### config.mk
export PLATFORM = sky130hd
export DESIGN_NAME = seq_subt
export DESIGN_NICKNAME = d
export VERILOG_FILES = /design/src/rtl/seq_subt_pkg.sv /design/src/rtl/subt_chunk.sv /design/src/rtl/seq_subt.sv
export SDC_FILE = /design/constraint.sdc
export NUM_CORES = 1
export LEC_CHECK = 0
export BUFFER_PORTS_ARGS = -buffer_cell sky130_fd_sc_hd__buf_2
export CAP_MARGIN = 30
export CORE_AREA = 3 3 89 91
export CTS_BUF_LIST = sky130_fd_sc_hd__clkbuf_4 sky130_fd_sc_hd__clkbuf_8
export DETAILED_ROUTE_END_ITERATION = 12
export DIE_AREA = 0 0 92 94
export GPL_ROUTABILITY_DRIVEN = 0
export PLACE_DENSITY = 0.58
export SYNTH_ARGS = -nofsm -noshare
export SYNTH_HDL_FRONTEND = slang
export SYNTH_SLANG_ARGS = --single-unit
### constraint.sdc
create_clock -name clk -period 2.6 [get_ports clk]
set_clock_uncertainty 0.05 [all_clocks]
set_input_delay 0.13 -clock clk [delete_from_list [all_inputs] [get_ports clk]]
set_output_delay 0.13 -clock clk [all_outputs]
set_load 0.05 [all_outputs]
### src/rtl/seq_subt_pkg.sv
`default_nettype none
// ============================================================================
//  Module      : seq_subt_pkg
//  Description : Shared types and default constants for the sequential
//                chunked subtractor (FSM state encoding, default sizes).
//  Revision    : 1.0 - initial release
// ============================================================================
package seq_subt_pkg;

  // Default operand width and bits processed per clock
  localparam int DEF_WIDTH = 16;
  localparam int DEF_CHUNK = 4;

  // Controller states, fixed 2-bit encoding
  typedef enum logic [1:0] {
    ST_IDLE = 2'd0,
    ST_RUN  = 2'd1,
    ST_DONE = 2'd2
  } state_t;

endpackage : seq_subt_pkg
`default_nettype wire

### src/rtl/subt_chunk.sv
`default_nettype none
// ============================================================================
//  Module      : subt_chunk
//  Description : Combinational ripple-borrow subtractor slice,
//                d = a - b - bin over CHUNK bits, with borrow-out.
//  Revision    : 1.0 - initial release
// ============================================================================
module subt_chunk #(
  parameter int CHUNK = 4
) (
  input  logic [CHUNK-1:0] a,
  input  logic [CHUNK-1:0] b,
  input  logic             bin,
  output logic [CHUNK-1:0] d,
  output logic             bout
);

  // Borrow chain: w_brw[i] is the borrow into bit i
  logic [CHUNK:0] w_brw;

  assign w_brw[0] = bin;

  for (genvar i = 0; i < CHUNK; i++) begin : g_bit
    // Full-subtractor cell: borrow when a < b + borrow-in at this bit
    assign d[i]         = a[i] ^ b[i] ^ w_brw[i];
    assign w_brw[i + 1] = (~a[i] & b[i]) | (~(a[i] ^ b[i]) & w_brw[i]);
  end

  assign bout = w_brw[CHUNK];

endmodule : subt_chunk
`default_nettype wire

### src/rtl/seq_subt.sv
`default_nettype none
// ============================================================================
//  Module      : seq_subt
//  Description : Multi-cycle subtractor d = a - b - bin, CHUNK bits per clock
//                with a registered borrow between chunks. start/busy/done
//                handshake; registered d, bout, ovf and zero flags.
//  Revision    : 1.0 - initial release
// ============================================================================
module seq_subt
  import seq_subt_pkg::*;
#(
  parameter int WIDTH = DEF_WIDTH,
  parameter int CHUNK = DEF_CHUNK
) (
  input  logic             clk,
  input  logic             rst,
  input  logic             start,
  input  logic [WIDTH-1:0] a,
  input  logic [WIDTH-1:0] b,
  input  logic             bin,
  output logic             busy,
  output logic             done,
  output logic [WIDTH-1:0] d,
  output logic             bout,
  output logic             ovf,
  output logic             zero
);

  localparam int NCHUNK = WIDTH / CHUNK;
  localparam int IDXW   = (NCHUNK > 1) ? $clog2(NCHUNK) : 1;
  localparam logic [IDXW-1:0] C_LAST = IDXW'(NCHUNK - 1);

  state_t           r_state;
  state_t           w_state_nxt;
  logic [WIDTH-1:0] r_a;
  logic [WIDTH-1:0] r_b;
  logic             r_asgn;
  logic             r_bsgn;
  logic             r_brw;
  logic [IDXW-1:0]  r_idx;
  logic             w_accept;
  logic             w_last;
  logic             w_run;
  logic [CHUNK-1:0] w_cd;
  logic             w_cb;
  logic [WIDTH-1:0] w_dnew;

  // Operands are shifted down each cycle, so the active chunk is always the
  // low CHUNK bits of the latched operands.
  subt_chunk #(
    .CHUNK (CHUNK)
  ) u_chunk (
    .a    (r_a[CHUNK-1:0]),
    .b    (r_b[CHUNK-1:0]),
    .bin  (r_brw),
    .d    (w_cd),
    .bout (w_cb)
  );

  assign w_run    = (r_state == ST_RUN);
  assign w_accept = start && ((r_state == ST_IDLE) || (r_state == ST_DONE));
  assign w_last   = (r_idx == C_LAST);

  // The difference shadow fills from the top as chunks complete; the full
  // word is only copied to d on the final chunk.
  if (NCHUNK > 1) begin : g_multi
    logic [WIDTH-CHUNK-1:0] r_dsh;

    assign w_dnew = {w_cd, r_dsh};

    // Shadow register collects completed chunks, never visible on d
    always_ff @(posedge clk) begin
      if (rst) begin
        r_dsh <= '0;
      end else if (w_run) begin
        r_dsh <= w_dnew[WIDTH-1:CHUNK];
      end
    end
  end else begin : g_single
    assign w_dnew = w_cd;
  end

  // State register
  always_ff @(posedge clk) begin
    if (rst) begin
      r_state <= ST_IDLE;
    end else begin
      r_state <= w_state_nxt;
    end
  end

  // Next-state logic and handshake outputs
  always_comb begin
    w_state_nxt = r_state;
    busy        = 1'b0;
    done        = 1'b0;
    unique case (r_state)
      ST_IDLE: begin
        if (start) w_state_nxt = ST_RUN;
      end
      ST_RUN: begin
        busy = 1'b1;
        if (w_last) w_state_nxt = ST_DONE;
      end
      ST_DONE: begin
        done        = 1'b1;
        w_state_nxt = start ? ST_RUN : ST_IDLE;
      end
      default: w_state_nxt = ST_IDLE;
    endcase
  end

  // Operand latch, chunk sequencing, borrow register and result registers
  always_ff @(posedge clk) begin
    if (rst) begin
      r_a    <= '0;
      r_b    <= '0;
      r_asgn <= 1'b0;
      r_bsgn <= 1'b0;
      r_brw  <= 1'b0;
      r_idx  <= '0;
      d      <= '0;
      bout   <= 1'b0;
      ovf    <= 1'b0;
      zero   <= 1'b0;
    end else if (w_accept) begin
      r_a    <= a;
      r_b    <= b;
      r_asgn <= a[WIDTH-1];
      r_bsgn <= b[WIDTH-1];
      r_brw  <= bin;
      r_idx  <= '0;
    end else if (w_run) begin
      r_a   <= r_a >> CHUNK;
      r_b   <= r_b >> CHUNK;
      r_brw <= w_cb;
      if (w_last) begin
        r_idx <= '0;
        d     <= w_dnew;
        bout  <= w_cb;
        ovf   <= (r_asgn != r_bsgn) && (w_dnew[WIDTH-1] != r_asgn);
        zero  <= (w_dnew == '0);
      end else begin
        r_idx <= r_idx + IDXW'(1);
      end
    end
  end

endmodule : seq_subt
`default_nettype wire

==> results.json <==
{
  "status": "finished clean",
  "cp.arrival_ns": 2.71,
  "report.power.total_mw": 2.37,
  "busiest_layer": "met2",
  "grt_pass1_wl_um": 11100,
  "ys_types": 32,
  "worstSetupEndpointType": "flip-flop",
  "port_buffers": 56,
  "hp-class": "in -> reg",
  "slew_violations": 0,
  "clkSinkCount": 70,
  "drt-total-wl_um": 6410,
  "max_freq_mhz": 399,
  "pin_count": 57,
  "final_cell_mix": "83 x nand2_1, 69 x dfxtp_1, 56 x buf_2, 40 x a21oi_1, 21 x nor2_1",
  "vias": 2449,
  "ff2ff_path_depth": 9,
  "met1_usage": 0.214,
  "root_buffer": "clkbuf_8",
  "via_per_inst": 5.02,
  "first_global_vias": 2346,
  "required_ns": 2.81,
  "met2_usage": 0.246,
  "finalCritPeriodShare": 0.964,
  "ant_nets": 0,
  "max-slew-margin-rel": 0.511,
  "finalHoldViolations": 0,
  "slowest_delay_ns": 0.45,
  "setup_viol": 0,
  "final_common_cell": "nand2_1",
  "h-tree-depth": 3,
  "drtIter0Drc": 74,
  "final_nets": 425,
  "power_leakage_nw": 1.33,
  "die-width_um": 92,
  "cts_buffers": 9,
  "maxCapViolCount": 0,
  "drive_gt1_frac": 0.231,
  "dp_hpwl_um": 4160,
  "die_h_um": 94,
  "grtUsageMet3": 0.0417,
  "path_class": "reg -> reg",
  "rsz0062_at_grt": "yes",
  "netlist_area_mm2": 0.00279,
  "ys_ff_latch": 70,
  "synthCells": 332,
  "worst_pin_slew_ns": 0.732,
  "clk_pin_slew_ns": 0.08,
  "synth.avg_cell_area_um2": 8.40,
  "dr.pass1.iters": 4,
  "holdWs_ns": 0.0188,
  "tns_ns": 0,
  "cts_max_path_buffers": 2,
  "core_area_mm2": 0.00721,
  "multiInputGateArea_mm2": 0.00124,
  "path_max_fanout": 2,
  "pwr_density_cell_mw_per_mm2": 691,
  "grt_max_degree": 47,
  "syn2layout_area_growth_pct": 22.6,
  "fin_crit_ns": 2.51,
  "clock_latency_ns": 0.35,
  "startpoint_type": "flip-flop",
  "final_area_mm2": 0.00342,
  "postCtsSetupBuffers": 0,
  "seq_area_mm2": 0.00140,
  "slowest_stage": "fa_1",
  "fillers": 773,
  "holdPathStages": 3,
  "diodes": 0,
  "cts_tree": "built",
  "grt-ovfl-total": 0,
  "start_util": 0.387,
  "dpl-instance-area_mm2": 0.00312,
  "wire_per_inst_um": 13.1,
  "antenna_found_initial": 0,
  "track_usage": 0.160,
  "ys_seq_area_frac": 0.502,
  "synth_nets": 373,
  "worst_ir_drop_vdd_mv": 0.281,
  "rows": 31,
  "dieArea_mm2": 0.00865,
  "cp_cell_sequence": "inv_1 -> fa_2 -> inv_1 -> fa_2 -> fa_2 -> inv_2 -> fa_1 -> or3b_4 -> a311oi_2",
  "ys_warn_count": 0,
  "critPathMostFrequentCell": "fa_2",
  "drc": 0
}
==> registers in the layout (all words and copies together) (netlist names) <==
signal         flops
r_brw              1
bout               1
r_a               16
g_multi.r_dsh     12
r_asgn             1
r_idx              2
r_bsgn             1
d                 16
r_state            2
ovf                1
r_b               16
zero               1
==> cell usage after synthesis, drive strengths merged <==
cell type  count  area [µm²]
a211oi         6        45.0
a21oi         40         200
a22oi          8        60.1
a2bb2oi        1        8.76
a311oi        14         123
a41o           1        10.0
and3b          1        8.76
buf           19        97.6
clkbuf        10        37.5
dfxtp         70        1400
fa             4        80.1
ha             1        12.5
inv            8        30.0
mux2i          4        40.0
nand2         83         312
nand2b         2        12.5
nand3         14        70.1
nand3b         2        15.0
nor2          21        78.8
nor2b          2        12.5
nor3          10        50.1
nor3b          1        7.51
nor4           3        25.0
o21a           1        7.51
o22ai          3        18.8
or3            1        6.26
or3b           1        8.76
or4            1        11.3
==> what timing repair did <==
item / CTS / global route
setup endpoints to repair: 1 / 1
endpoints found under the hold margin: 9 / 0
pin swaps: 2 / 2
cloned: 0 / 0
hold buffers: 8 / 0
resized for setup: 6 / 3
==> routing by layer <==
metal  share of wire  up-vias
li1                -     1241
met1            0.49     1147
met2            0.46       51
met3           0.041       10
met4           0.017        0
met5               0        -
==> path summary, 6_finish.rpt <==
| check | startpoint | endpoint | slack [ns] |
|---|---|---|---|
| max | r_brw | ovf | 0.09 |
| min | a[10] | r_a[10] | 0.02 |
| max reg2reg | r_brw | ovf | 0.09 |
| min reg2reg | d[8] | d[8] | 0.40 |
==> logic make-up (layout without fill, tap and decap cells) <==
logic type | count (synthesis) | count (layout) | synth area share
flip-flops | 70 | 70 | 0.502
buffers and inverters | 37 | 94 | 0.0592
adder cells (fa/ha/maj) | 5 | 5 | 0.0332
multiplexers | 4 | 4 | 0.0144
AO/OA/AOI/OAI | 74 | 74 | 0.170
AND/OR/NAND/NOR | 142 | 142 | 0.222
==> power by group <==
part / switching [mW] / total, mW / internal (mW)
clock: 0.429 / 0.889 / 0.460
combinational: 0.175 / 0.312 / 0.137
sequential: 0.0377 / 1.16 / 1.13
total: 0.642 / 2.37 / 1.72
==> critical path: cells and delay by family, from the launching register on <==
| family | cells | cell delay (ns) |
|---|---|---|
| simple gates | 1 | 0.39 |
| fa+ha+maj | 4 | 1.30 |
| buf+inv | 3 | 0.18 |
| compound gates | 1 | 0.20 |
| flops | 1 | 0.31 |
==> final cells by class <==
class	count	area share
Tap cell	99	0.0362
Clock buffer	10	0.0384
Multi-Input combinational cell	225	0.363
Clock inverter	6	0.0205
Timing Repair Buffer	70	0.123
Sequential cell	70	0.410
Inverter	8	0.00878
==> stage by stage <==
step                 util  instances  setup WS (ns)
finish              0.474        488         0.0929
global route        0.474        488       -0.00593
CTS                 0.473        488        -0.0111
detailed placement  0.432        464        -0.0631
global placement    0.432        464       -0.00323
floorplan               -        332        0.00429
Note: power is estimated with default switching activity, not from simulation.
